===== src/rtl/hs32_writeback.sv =====
// hs32 writeback stage: merges buffered execute results and unstalled load results onto
// the register file's single write port, and flags registers with writes still in flight.
module hs32_writeback #(
    parameter int unsigned DEPTH = 2
) (
    input  logic        clk,
    input  logic        reset,

    input  logic        ex_valid_i,
    output logic        ex_ready_o,
    input  logic [3:0]  ex_addr_i,
    input  logic        ex_bank_i,
    input  logic [31:0] ex_data_i,

    input  logic        ld_valid_i,
    input  logic [3:0]  ld_addr_i,
    input  logic        ld_bank_i,
    input  logic [31:0] ld_data_i,

    output logic [3:0]  wp1_addr_o,
    output logic [31:0] wp1_data_o,
    output logic        wp1_we1_o,
    output logic        wp1_we2_o,

    input  logic        q_banksel_i,
    input  logic [3:0]  q1_addr_i,
    input  logic [3:0]  q2_addr_i,
    output logic        q1_hazard_o,
    output logic        q2_hazard_o,

    output logic        idle_o
);

    typedef struct packed {
        logic [3:0]  addr;
        logic        bank;
        logic [31:0] data;
    } wb_entry_t;

    localparam int unsigned PTR_W = $clog2(DEPTH);
    localparam int unsigned CNT_W = $clog2(DEPTH + 1);
    localparam logic [CNT_W-1:0] FULL_CNT = CNT_W'(DEPTH);
    localparam logic [PTR_W-1:0] LAST_PTR = PTR_W'(DEPTH - 1);

    wb_entry_t          fifo_q [DEPTH];
    logic [PTR_W-1:0]   wr_ptr_q, wr_ptr_d;
    logic [PTR_W-1:0]   rd_ptr_q, rd_ptr_d;
    logic [CNT_W-1:0]   count_q, count_d;
    logic [3:0]         out_addr_q, out_addr_d;
    logic [31:0]        out_data_q, out_data_d;
    logic               we1_q, we1_d;
    logic               we2_q, we2_d;

    logic               push_c;
    logic               pop_c;
    wb_entry_t          head_c;
    wb_entry_t          ex_entry_c;
    logic [DEPTH-1:0]   entry_valid_c;

    // Same-bank match; the 8-entry bank only decodes the low three address bits.
    function automatic logic addr_match(input logic [3:0] src_addr, input logic src_bank,
                                        input logic [3:0] q_addr, input logic q_bank);
        logic hit;
        hit = 1'b0;
        if (src_bank == q_bank) begin
            if (q_bank) hit = (src_addr[2:0] == q_addr[2:0]);
            else        hit = (src_addr == q_addr);
        end
        return hit;
    endfunction

    assign ex_ready_o = !reset && (count_q < FULL_CNT);
    assign push_c     = ex_valid_i && ex_ready_o;
    assign pop_c      = !ld_valid_i && (count_q != '0);
    assign head_c     = fifo_q[rd_ptr_q];
    assign ex_entry_c = '{addr: ex_addr_i, bank: ex_bank_i, data: ex_data_i};

    assign wp1_addr_o = out_addr_q;
    assign wp1_data_o = out_data_q;
    assign wp1_we1_o  = we1_q;
    assign wp1_we2_o  = we2_q;
    assign idle_o     = (count_q == '0) && !we1_q && !we2_q && !ld_valid_i;

    // Next-state: FIFO bookkeeping and write-port arbitration (loads strictly first).
    always_comb begin
        wr_ptr_d   = wr_ptr_q;
        rd_ptr_d   = rd_ptr_q;
        count_d    = count_q;
        out_addr_d = out_addr_q;
        out_data_d = out_data_q;
        we1_d      = 1'b0;
        we2_d      = 1'b0;

        if (push_c) wr_ptr_d = (wr_ptr_q == LAST_PTR) ? '0 : wr_ptr_q + PTR_W'(1);
        if (pop_c)  rd_ptr_d = (rd_ptr_q == LAST_PTR) ? '0 : rd_ptr_q + PTR_W'(1);

        if (push_c && !pop_c)      count_d = count_q + CNT_W'(1);
        else if (pop_c && !push_c) count_d = count_q - CNT_W'(1);

        if (ld_valid_i) begin
            out_addr_d = ld_addr_i;
            out_data_d = ld_data_i;
            we1_d      = !ld_bank_i;
            we2_d      = ld_bank_i;
        end else if (pop_c) begin
            out_addr_d = head_c.addr;
            out_data_d = head_c.data;
            we1_d      = !head_c.bank;
            we2_d      = head_c.bank;
        end
    end

    always_ff @(posedge clk) begin
        if (reset) begin
            wr_ptr_q   <= '0;
            rd_ptr_q   <= '0;
            count_q    <= '0;
            out_addr_q <= '0;
            out_data_q <= '0;
            we1_q      <= 1'b0;
            we2_q      <= 1'b0;
        end else begin
            wr_ptr_q   <= wr_ptr_d;
            rd_ptr_q   <= rd_ptr_d;
            count_q    <= count_d;
            out_addr_q <= out_addr_d;
            out_data_q <= out_data_d;
            we1_q      <= we1_d;
            we2_q      <= we2_d;
        end
    end

    // Payload storage needs no reset: occupancy alone decides which slots are live.
    always_ff @(posedge clk) begin
        if (push_c) fifo_q[wr_ptr_q] <= ex_entry_c;
    end

    always_comb begin
        entry_valid_c = '0;
        for (int unsigned i = 0; i < DEPTH; i++) begin
            logic [PTR_W-1:0] offs;
            offs = PTR_W'(i) - rd_ptr_q;
            entry_valid_c[i] = (CNT_W'(offs) < count_q);
        end
    end

    // Pending writes: queued entries, the write in flight, an arriving load, an accepted push.
    always_comb begin
        q1_hazard_o = 1'b0;
        q2_hazard_o = 1'b0;
        for (int unsigned i = 0; i < DEPTH; i++) begin
            if (entry_valid_c[i]) begin
                q1_hazard_o = q1_hazard_o | addr_match(fifo_q[i].addr, fifo_q[i].bank, q1_addr_i, q_banksel_i);
                q2_hazard_o = q2_hazard_o | addr_match(fifo_q[i].addr, fifo_q[i].bank, q2_addr_i, q_banksel_i);
            end
        end
        if (we1_q || we2_q) begin
            q1_hazard_o = q1_hazard_o | addr_match(out_addr_q, we2_q, q1_addr_i, q_banksel_i);
            q2_hazard_o = q2_hazard_o | addr_match(out_addr_q, we2_q, q2_addr_i, q_banksel_i);
        end
        if (ld_valid_i) begin
            q1_hazard_o = q1_hazard_o | addr_match(ld_addr_i, ld_bank_i, q1_addr_i, q_banksel_i);
            q2_hazard_o = q2_hazard_o | addr_match(ld_addr_i, ld_bank_i, q2_addr_i, q_banksel_i);
        end
        if (push_c) begin
            q1_hazard_o = q1_hazard_o | addr_match(ex_addr_i, ex_bank_i, q1_addr_i, q_banksel_i);
            q2_hazard_o = q2_hazard_o | addr_match(ex_addr_i, ex_bank_i, q2_addr_i, q_banksel_i);
        end
    end

    a_count_bound: assert property (@(posedge clk) disable iff (reset) count_q <= FULL_CNT);
    a_we_onehot:   assert property (@(posedge clk) !(we1_q && we2_q));

endmodule


===== config.mk =====
export PLATFORM = sky130hd
export DESIGN_NAME = hs32_writeback
export DESIGN_NICKNAME = d
export VERILOG_FILES = /design/src/rtl/hs32_writeback.sv
export SDC_FILE = /design/constraint.sdc
export NUM_CORES = 1
export LEC_CHECK = 0
export CORE_MARGIN = 2
export CORE_UTILIZATION = 44
export DETAILED_ROUTE_END_ITERATION = 8
export PLACE_DENSITY = 0.76
export RECOVER_POWER = 50
export SYNTH_ARGS = -nofsm -noshare
export SYNTH_HDL_FRONTEND = slang
export SYNTH_SLANG_ARGS = --single-unit

===== constraint.sdc =====
create_clock -name clk -period 2.8 [get_ports clk]
set_input_delay 0.28 -clock clk [delete_from_list [all_inputs] [get_ports clk]]
set_output_delay 0.28 -clock clk [all_outputs]
set_load 0.01 [all_outputs]

## Word-level counts from Yosys, hierarchy flattened

Memories as Yosys holds them, arrays and structs flattened. A register that Yosys moved wholly into a read port is not among the register bits.
Index checks and enable logic that the tools add are counted.

- Bits in registers: 42
- RAM bits: 74
- Bits of input ports: 87
- Output and inout port bits: 42
- Word-level logic and storage cells: 125
- Memories kept: 1

Memory list:

| name | depth | bits a word | read ports | clocked after memory_dff | write ports | RTL line | text |
|---|---|---|---|---|---|---|---|
| fifo_q | 2 | 37 | 3 | 1 | 1 | 45 | `wb_entry_t fifo_q [DEPTH];` |

- $add $sub $neg: 6
- Magnitude comparators: 3
- Eq/ne operators: 25
- Multiplexer cells: 54
- Bitwise operators: 8
- Reduce and logical (&&, ||, !) cells: 21

Operators with widths:

| operator | number |
|---|---|
| $mux W32 | 2 |
| $mux W1 | 48 |
| $eq A4 B4 Y1 | 10 |
| $eq A3 B3 Y1 | 10 |
| $logic_and A1 B1 Y1 | 8 |
| $logic_not A1 Y1 | 8 |
| $mux W4 | 2 |
| $or A1 B1 Y1 | 8 |
| $reduce_bool A2 Y1 | 3 |
| $eq A1 B1 Y1 | 5 |
| $lt A1 B2 Y1 | 2 |
| $mux W2 | 2 |
| $add A1 B1 Y1 const B | 2 |
| $add A2 B1 Y2 const B | 1 |
| $logic_not A2 Y1 | 1 |
| $lt A2 B2 Y1 const B | 1 |
| $sub A1 B1 Y1 const A | 2 |
| $sub A2 B1 Y2 const B | 1 |
| $logic_or A1 B1 Y1 | 1 |

## Depth between registers and ports, before layout

Gate-level depths: netlist (run 1).

- Word-level depth: 12
- Gate-level depth with buffers: 8
- Depth with buffers taken out: 7

## Least setup slack after synthesis (run 1)

No wires, ideal clock.

- Kind: reg-to-reg
- Start point: reg count_q[1]
- End point: mem fifo_q[0][0] in the netlist's numbering, enable pin
- Setup time: 0.436 ns
- Arrival time: 2.628 ns
- Slack: -0.264 ns
- Stages on the path, launching flop included: 6
- Clock period less this slack: 3.064 ns
- Cells stage by stage: dfxtp_1 > buf_2 > nor2_1 > and2_1 > buf_2 > nor2b_1

- Cells in the longest elaborated chain, start to end: 5

RTL lines:

| item | RTL line | text |
|---|---|---|
| from (decl) | 48 | `logic [CNT_W-1:0] count_q, count_d;` |
| from (signal assigned) | 125 | `count_q <= count_d;` |
| $lt A2 B2 Y1 | 72 | `assign ex_ready_o = !reset && (count_q < FULL_CNT);` |
| $logic_and A1 B1 Y1 | 72 |  |
| via ex_ready_o | 10 | `output logic ex_ready_o,` |
| $logic_and A1 B1 Y1 | 73 | `assign push_c = ex_valid_i && ex_ready_o;` |
| via push_c | 54 | `logic push_c;` |
| $mux W1 | 135 | `if (push_c) fifo_q[wr_ptr_q] <= ex_entry_c;` |
| $mux W1 (not written as such) | 135 |  |
| to (decl) | 45 |  |

The timed path passes the listed nets, and every way through them passes these cells.

## Worst setup path in the final report (run 1)

- Start point: reg count_q[1]
- End point: out idle_o

- Cells in the longest elaborated chain, start to end: 4

RTL lines:

| item | RTL line | text |
|---|---|---|
| $logic_not A2 Y1 | 82 | `assign idle_o = (count_q == '0) && !we1_q && !we2_q && !ld_valid_i;` |
| $logic_and A1 B1 Y1 (3 in a row) | 82 |  |
| to (decl) | 31 | `output logic idle_o` |

Every way passes these cells.

==> results of run 1 <==
==> worst min path at each step <==
stage | from | endpoint | depth (start not counted)
after floorplan | ex_data_i[0] | fifo_q[0][0] | 0
after global placement | wp1_data_o[16] | wp1_data_o[16] | 2
after detailed placement | wp1_data_o[31] | wp1_data_o[31] | 2
after CTS | ld_valid_i | wp1_we2_o | 4
after global routing | reset | wp1_data_o[24] | 3
final | ld_valid_i | wp1_we2_o | 4
==> critical path, stage by stage (launching register included) <==
cell             delay [ns]
dfxtp_1                0.43
or3_1                  0.70
nor3_2                 0.20
clkdlybuf4s50_1        0.56
==> power groups by stage <==
stage                     Sequential, mW  Clock (mW)  Combinational [mW]
after global placement              2.31           0                1.37
after floorplan                     2.24           0               0.924
final                               2.28        2.26                1.35
after CTS                           2.29        2.31                1.41
after global routing                2.31        2.37                1.48
after detailed placement            2.32           0                1.39
==> cell families after synthesis <==
group,count (synthesis),share of synthesized area [%]
multiplexers,37,8.83
buffers and inverters,35,3.91
flip-flops,117,60.6
XOR/XNOR,46,7.92
adder cells (fa/ha/maj),1,0.246
AND/OR/NAND/NOR,108,9.17
AO/OA/AOI/OAI,68,9.34
==> synth_stat cells, drive strengths merged <==
cell type	n
a21o	1
nor4	2
dfxtp	43
o211ai	2
ha	1
nor3	4
nor2	37
nand2	51
o21ai	17
nand4	4
xnor2	30
nand3	2
o221ai	2
and2	2
xor2	16
clkbuf	12
mux2	21
a21oi	21
a2111oi	2
buf	22
nor2b	4
a41oi	2
or3	2
a222oi	21
mux2i	16
edfxtp	74
inv	1
==> registers in the layout (all words and copies together) (netlist names), named ones only <==
name / flops
wp1_we2_o: 1
wp1_we1_o: 1
rd_ptr_q: 1
wr_ptr_q: 1
wp1_addr_o: 4
fifo_q: 74
wp1_data_o: 32
count_q: 2
==> layer usage <==
metal | global-route usage (%) | up-vias | routed length (um)
met5 | 0 | - | 0
met4 | 7.90 | 0 | 195
met3 | 4.79 | 17 | 672
met2 | 34.1 | 132 | 6140
met1 | 22.5 | 1782 | 4800
li1 | - | 1761 | -
==> through the flow <==
step / util [%] / hold WS [ns]
floorplan: - / 0.379
detailed placement: 56.9 / 0.444
finish: 62.4 / 0.440
global route: 62.4 / 0.460
CTS: 62.4 / 0.423
global placement: 56.9 / 0.437
==> area by class of cell <==
cell class                 instances  area, um2
tap                              143        179
antenna                            1       2.50
clock inverter                    14        201
sequential                       117       3080
clock buffer                      18        429
fill                             899       4280
multi-input combinational        260       1820
inverter                           1       3.75
timing repair buffer             141       1380
==> what timing repair did <==
| item | in CTS | in global routing |
|---|---|---|
| hold endpoints to repair | 0 | 0 |
| endpoints found under the setup margin | 0 | 2 |
| hold buffers | 0 | 0 |
| resized for setup | 0 | 1 |
| buffers inserted | 0 | 0 |
==> out/results.ini, run 1 <==
[run_status]
outcome = complete, no violations

[global_route]
grt_antenna_before_repair = 1
grt_max_degree = 44
grt_overflow_total = 0
grt_first_pass_wirelength_um = 18800
grt.total_usage_pct = 19.3
first_global_vias = 3841

[yosys]
synth_nets = 500
ys_seq_area_share_pct = 60.6
synthTopCellsByArea = edfxtp_1 (44%), dfxtp_1 (17%), xnor2_1 (5.2%)
syn_area_um2 = 5090
syn_avg_cell_area_um2 = 12.4
yosysTopAreaCell = edfxtp_1
yosysTopAreaCellShare_pct = 43.7
synth_cell_types = 37
yosys_warnings = 0
synth-seq-cells = 117
netlist_instances = 412

[placed_design]
dpl.hpwl_um = 8110
place_area_um2 = 6460
gp_congestion = 0.821
io_buffers = 128
dp_slack_ns = 0.115
placed_cells = 662

[critical_path]
cp-endpoint = idle_o
cp-startpoint = count_q[1]
critPathKind = reg -> out
worst_r2r_path_depth = 5
required_ns = 2.52
r2r-end = wp1_data_o[13]
worstSetupStartpointType = register
end_kind = output pin
cp_max_fo = 16
crit_arrival_ns = 2.29
rrSetupSlack_ns = 0.50

[timing]
fmax_ghz = 0.390
final.setup.tns_ns = 0
finClkSkew_ns = 0.00799
setup-violations-final = 0
finalCriticalPeriod_ns = 2.57
finalHoldViolCount = 0
finalCritPeriodShare_pct = 91.6
drv_slew = 0
slew_headroom_pct = 4.17
rsz0062_at_grt = no
setup_slack_ns = 0.235
worst_pin_slew_ns = 1.44

[cells_and_area]
final_cells = 695
layout-drive-gt1-share_pct = 12.9
final_cell_mix = edfxtp_1 (74), dlygate4sd3_1 (74), nand2_1 (51), clkdlybuf4s50_1 (51), dfxtp_1 (43)
stdcell_area_um2 = 7090
area.growth.synth_to_final_pct = 39.4
fin_nets = 626

[floorplan]
die-area_um2 = 12400
initial_utilization_pct = 44.8
rows = 39
fp.dieH_um = 112
ios = 129
die_w_um = 112
core-area_um2 = 11400

[route]
routed_wl_um = 11800
drt-vias-per-instance = 5.31
wl_per_cell_um = 17.0
drtIter0Drc = 310
ant_nets = 0
vias = 3692
drt_first_pass_iters = 8
drc_errors = 0

[clocking]
cts_made_buffers = 17
cts_tree = done
cts_root_buf = clkbuf_16
htreeDepth = 4
clock_path_buffers = 2
path_clk_slew_ns = 0.06
cts.sinks = 117
clk_latency_ns = 0.40

[pwr]
powerDensity_nw_per_um2 = 830
p_clk_share_pct = 38.4
power.share.combinational_pct = 22.9
switchingPower_mw = 1.61
p_sw_share_pct = 27.3
p_int_mw = 4.28
totalPowerFinal_mw = 5.89
seqPwrFrac_pct = 38.7
power.leakage_nw = 2.61
ir_worst_vdd_mv = 0.516

[worst_hold_path]
hold_path_class = in -> reg

[flow_run]
drv_cap = 0

(Power assumes the default switching activity.)
==> inputs of run 2 (changes only) <==
SLEW_MARGIN = 40   (was not set)
==> results of run 2 <==
The final DEF is identical to that of run 1; final timing and power are the same.
